[src/rtl/oam_dma.sv]
// Sprite attribute DMA engine: a CPU write to the trigger register copies LENGTH
// bytes from page {src_page,00} to DEST_BASE, one byte every three cycles.
`timescale 1ns/1ps
module oam_dma #(
   parameter logic [15:0] REG_ADDR  = 16'hff46,
   parameter logic [15:0] DEST_BASE = 16'hfe00,
   parameter int          LENGTH    = 160
) (
   input  logic        clockgb,
   input  logic        resetn,
   input  logic [15:0] address,
   input  logic [7:0]  indata,
   output logic [7:0]  outdata,
   input  logic        load,
   input  logic        store,
   output logic [15:0] dma_address,
   output logic [7:0]  dma_outdata,
   input  logic [7:0]  dma_indata,
   output logic        dma_load,
   output logic        dma_store,
   output logic        busy,
   output logic        done
);

   typedef enum logic [1:0] {IDLE, READ, CAPTURE, WRITE} state_t;

   localparam logic [7:0] LAST_IDX = 8'(LENGTH - 1);

   state_t     state;
   state_t     state_next;
   logic [7:0] src_page;
   logic [7:0] idx;
   logic [7:0] data_latch;
   logic       done_q;
   logic       read_sel;
   logic       trigger;
   logic       last_byte;

   assign trigger   = store && (address == REG_ADDR);
   assign last_byte = (idx == LAST_IDX);

   always_ff @(posedge clockgb or negedge resetn) begin
      if (!resetn) begin
         state <= IDLE;
      end else begin
         state <= state_next;
      end
   end

   // A trigger overrides whatever the engine was doing; the current cycle's
   // strobe still goes out because outputs decode the present state only.
   always_comb begin
      state_next = state;
      case (state)
         IDLE:    state_next = IDLE;
         READ:    state_next = CAPTURE;
         CAPTURE: state_next = WRITE;
         WRITE:   state_next = last_byte ? IDLE : READ;
         default: state_next = IDLE;
      endcase
      if (trigger) begin
         state_next = READ;
      end
   end

   always_ff @(posedge clockgb or negedge resetn) begin
      if (!resetn) begin
         src_page   <= 8'h00;
         idx        <= 8'h00;
         data_latch <= 8'h00;
         done_q     <= 1'b0;
         read_sel   <= 1'b0;
      end else begin
         if (trigger) begin
            src_page <= indata;
            idx      <= 8'h00;
         end else if (state == WRITE && !last_byte) begin
            idx <= idx + 8'h01;
         end
         if (state == CAPTURE) begin
            data_latch <= dma_indata;
         end
         // An aborted transfer never reports completion.
         done_q   <= (state == WRITE) && last_byte && !trigger;
         read_sel <= load && (address == REG_ADDR);
      end
   end

   always_comb begin
      dma_load    = 1'b0;
      dma_store   = 1'b0;
      dma_address = 16'h0000;
      dma_outdata = 8'h00;
      case (state)
         READ: begin
            dma_load    = 1'b1;
            dma_address = {src_page, idx};
         end
         WRITE: begin
            dma_store   = 1'b1;
            dma_address = DEST_BASE + {8'h00, idx};
            dma_outdata = data_latch;
         end
         default: begin
         end
      endcase
   end

   assign busy    = (state != IDLE);
   assign done    = done_q;
   assign outdata = read_sel ? src_page : 8'h00;

endmodule

[config.mk]
export PLATFORM = sky130hd
export DESIGN_NAME = oam_dma
export DESIGN_NICKNAME = d
export VERILOG_FILES = /design/src/rtl/oam_dma.sv
export SDC_FILE = /design/constraint.sdc
export NUM_CORES = 1
export LEC_CHECK = 0
export BUFFER_PORTS_ARGS = -buffer_cell sky130_fd_sc_hd__buf_2
export CAP_MARGIN = 25
export CELL_PAD_IN_SITES_DETAIL_PLACEMENT = 1
export CELL_PAD_IN_SITES_GLOBAL_PLACEMENT = 2
export CORE_MARGIN = 8
export CORE_UTILIZATION = 27
export CTS_CLUSTER_DIAMETER = 100
export DETAILED_ROUTE_END_ITERATION = 7
export MAX_ROUTING_LAYER = met4
export PLACE_DENSITY = 0.87
export SETUP_SLACK_MARGIN = 0.4
export SLEW_MARGIN = 20
export SYNTH_ARGS = -nofsm -noshare
export SYNTH_HDL_FRONTEND = slang
export SYNTH_SLANG_ARGS = --single-unit
[constraint.sdc]
create_clock -name clockgb -period 2.1 [get_ports clockgb]
set_input_delay 0.42 -clock clockgb [delete_from_list [all_inputs] [get_ports clockgb]]
set_output_delay 0.42 -clock clockgb [all_outputs]
set_load 0.005 [all_outputs]
## Word-level counts from Yosys, hierarchy flattened

Cells that the tools add are included.

- Latch bits: 0
- Memories: 0
- RAM bits: 0
- ROM bits: 0
- Output and inout port bits: 36
- Flip-flop bits (word level): 28

- Shift operators: 0
- Bitwise logic cells: 0
- Add/sub/neg operators: 2
- Divide/modulo/power cells: 0
- $mul: 0
- Reductions and logical operators: 10
- Magnitude comparators: 0
- Mux-type cells: 10
- Equal/unequal tests: 5

Operator list:

| cell | count |
|---|---|
| $mux 8 | 4 |
| $pmux 16 s2 | 1 |
| $eq 16x16->1 const B | 1 |
| $add 10x9->11 const A | 1 |
| $add 8x1->8 const B | 1 |
| $eq 8x8->1 const B | 1 |
| $pmux 2 s4 | 1 |
| $logic_and 1x1->1 | 5 |
| $eq 2x2->1 const B | 2 |
| $reduce_bool 2->1 | 2 |
| $mux 1 | 3 |
| $eq 2x1->1 const B | 1 |
| $logic_not 1->1 | 2 |
| $logic_not 2->1 | 1 |
| $mux 2 | 1 |

## Longest topological paths before layout

- Word-level depth: 5
- Mapped depth: 6
- Depth with buffers taken out: 5

## Least setup slack after synthesis

OpenSTA, ideal clock, no wires.

- Kind: in2reg
- Start: input port address[0]
- End: register src_page[0]
- Buffers on the path: 2
- Cell stages on the path: 6
- Setup time: 0.125 ns
- Slack: 0.018 ns
- Data arrival time: 1.956 ns
- Path through: or4b_1 > nor4_2 > and2_1 > buf_6 > buf_12 > mux2_4

- Word-level cells in the longest chain between the ends: 2

Ends and longest elaborated chain:

| element | RTL line | text |
|---|---|---|
| start, declared | 11 | `input logic [15:0] address,` |
| $eq 16x16->1 | 39 | `assign trigger = store && (address == REG_ADDR);` |
| $logic_and 1x1->1 | 39 |  |
| end signal, assigned | 75 | `src_page <= indata;` |
| end, declared | 31 | `logic [7:0] src_page;` |

Every way passes these cells.
A chain may end at the register's enable or synchronous reset.

## Worst setup path in the final report

- Start: register state[1]
- End: output port dma_address[12]

- Word-level cells in the longest chain between the ends: 2

Ends and longest elaborated chain:

| element | RTL line | text |
|---|---|---|
| start, declared | 29 | `state_t state;` |
| start signal, assigned | 46 | `state <= state_next;` |
| $eq 2x2->1 / $eq 2x1->1 (equally long branches) | 94 | `case (state)` |
| $pmux 16 s2 (*) | 94 |  |
| end, declared | 16 | `output logic [15:0] dma_address,` |

Every way passes the cells marked *; elsewhere a longest branch is shown, timed or not.

==> impl_metrics.env <==
export IMPL_drive_above_1_share_pct=54.2
export IMPL_firstDrtPassIters=4
export IMPL_grt_first_pass_wirelength_mm=7.29
export IMPL_outcome="finished clean"
export IMPL_io_pin_count=72
export IMPL_cp_end_kind="primary output"
export IMPL_final_common_cell="buf_2"
export IMPL_crit_type="register to primary output"
export IMPL_routed_wl_mm=4.55
export IMPL_final_util_pct=40.6
export IMPL_cp_arrival_ps=1340
export IMPL_period_share_pct=83.8
export IMPL_start_util_pct=27.4
export IMPL_grt_antenna_before_repair=0
export IMPL_drtIter0Drc=26
export IMPL_clock_sinks=28
export IMPL_fp_dieH_um=90.4
export IMPL_cap_violations=0
export IMPL_p_leak_nw=1.19
export IMPL_die_area_um2=8160
export IMPL_finalHoldViolCount=0
export IMPL_n_fill_cell=624
export IMPL_clk_transition_reported_paths_ps=90
export IMPL_tightest_slew_ps=645
export IMPL_min_period_ps=1760
export IMPL_r2r_end="data_latch[6]"
export IMPL_cts_htree_levels=1
export IMPL_antenna_left=0
export IMPL_max_slew_margin_rel_pct=57.0
export IMPL_vdd_drop_max_mv=0.409
export IMPL_wire_per_inst_um=15.8
export IMPL_hold_path_class="input pin to async pin"
export IMPL_grt_use_total_pct=11.1
export IMPL_grt_pass1_vias=1500
export IMPL_power_w=0.00227
export IMPL_nets=258
export IMPL_finalSetupViolations=0
export IMPL_cp_start_kind="register"
export IMPL_syn_avg_cell_area_um2=11.1
export IMPL_num_antenna_cells=0
export IMPL_grt_max_degree=29
export IMPL_vias=1307
export IMPL_post_dp_hpwl_mm=3.35
export IMPL_cts_tree="yes"
export IMPL_port_buffers=71
export IMPL_clockBufferDepth=2
export IMPL_rr_worst_depth=4
export IMPL_viasPerCell=4.54
export IMPL_die_x_um=90.4
export IMPL_yosysUniqueCellTypes=29
export IMPL_syn_cell_area_um2=1490
export IMPL_finalClockSkew_ps=3.58
export IMPL_required_ps=1680
export IMPL_synth_nets=176
export IMPL_fmax_ghz=0.568
export IMPL_finalMaxSlewViolations=0
export IMPL_crit_fanout=11
export IMPL_remaining_drc_errors=0
export IMPL_syn_inst=135
export IMPL_gp_congestion=0.711
export IMPL_ys_ff_latch=28
export IMPL_synth_edff_count=0
export IMPL_reg2reg_from="state[0]"
export IMPL_final_cell_mix="buf_2, dfrtp_1, and2_1, nor2_1, mux2_2"
export IMPL_rows=27
export IMPL_pwr_density_cell_nw_per_um2=1030
export IMPL_cts_root_buf="clkbuf_8"
export IMPL_core_area_um2=5440
export IMPL_numCtsBuffers=3
export IMPL_yosysWarnings=0
export IMPL_synth_seq_area_share_pct=46.9
export IMPL_clock_latency_ps=270
export IMPL_dominantRegCellSynth="dfrtp_1"
export IMPL_r2r_slack_ps=550
export IMPL_area_delta_synth_final_pct=47.9
export IMPL_rsz0062_at_grt="yes"
export IMPL_ctsHoldBuffers=0
export IMPL_grt_overflow=0
export IMPL_async_reset_ff_share_pct=100
-- Yosys cell counts (all sizes together), types with 3 or more instances --
cell | count | area (um^2)
nand2 | 5 | 18.8
dfrtp | 28 | 701
nand4 | 3 | 18.8
a21o | 7 | 52.6
nor3 | 3 | 15.0
clkbuf | 4 | 15.0
mux2 | 16 | 188
inv | 3 | 11.3
ha | 5 | 62.6
and2 | 29 | 183
xor2 | 3 | 26.3
nor2 | 10 | 37.5
nand3 | 3 | 15.0
-- state kept, by name, indices dropped and copies added, names as in the netlist --
register / count
idx: 8
state: 2
data_latch: 8
read_sel: 1
src_page: 8
done: 1
-- power by group --
group | internal (W) | switching, W | total, W | leakage (nW)
logic | 0.000628 | 0.000465 | 0.00109 | 0.803
clock network | 0.000168 | 0.000167 | 0.000335 | 0.0288
registers | 0.000700 | 0.000144 | 0.000844 | 0.355
-- how the worst max path moves through the flow --
stage               start              end  slack (ps)  cells past startpoint
5_1_grt          state[1]  dma_address[12]         280                      4
3_3_place_gp   address[0]      src_page[3]          60                      6
2_1_floorplan  address[0]      src_page[0]         150                      6
6_report         state[1]  dma_address[12]         340                      4
4_1_cts          state[1]  dma_address[11]         320                      4
3_5_place_dp   address[0]      src_page[7]         -40                      6
-- metrics by stage --
step | hold WS, ps | setup WS [ps] | instance area (um^2) | TNS, ps | instances
after detailed placement | 487 | -36.7 | 1930 | -172 | 275
after floorplan | 124 | 151 | 1490 | 0 | 135
final | 161 | 341 | 2210 | 0 | 288
after global placement | 480 | 56.4 | 1930 | 0 | 275
after CTS | 168 | 318 | 2140 | 0 | 287
after global routing | 205 | 282 | 2210 | 0 | 288
-- repair_timing --
item,in CTS,in global routing
resized for setup,19,12
pin swaps,1,0
buffers inserted,7,0
gates cloned,1,1
setup endpoints to repair,29,26
-- metal layers --
metal  global-route usage (%)  vias to the layer above  share of wire [%]
met1                     11.8                      643                 40
met2                     19.9                       39                 53
met4                     3.33                        0                1.0
met5                        -                        -                  0
li1                         -                      620                  -
met3                     2.74                        5                5.5
-- area by class of cell --
cell class / instances / area [um^2] / share of cell area (%)
repair buffers: 83 / 543 / 24.6
flip-flops and latches: 28 / 703 / 31.8
inverters: 3 / 13.8 / 0.623
well taps: 72 / 90.1 / 4.08
clock buffers: 4 / 55.1 / 2.49
multi-input cells: 98 / 803 / 36.4
-- worst max-delay path: stages, from the launching register on --
cell and delay (ps):
dfrtp_2 450, ha_4 200, buf_12 140, a21o_1 150, buf_2 120
-- cells by family after synthesis --
kind of cell | after synthesis | share of synthesized area (%)
buffers and inverters | 9 | 3.86
adder cells (fa/ha/maj) | 5 | 4.19
AND/OR/NAND/NOR | 62 | 25.0
AO/OA/AOI/OAI | 11 | 5.03
XOR/XNOR | 3 | 1.76
multiplexers | 17 | 13.2
flip-flops | 28 | 46.9
(Power assumes the default switching activity.)
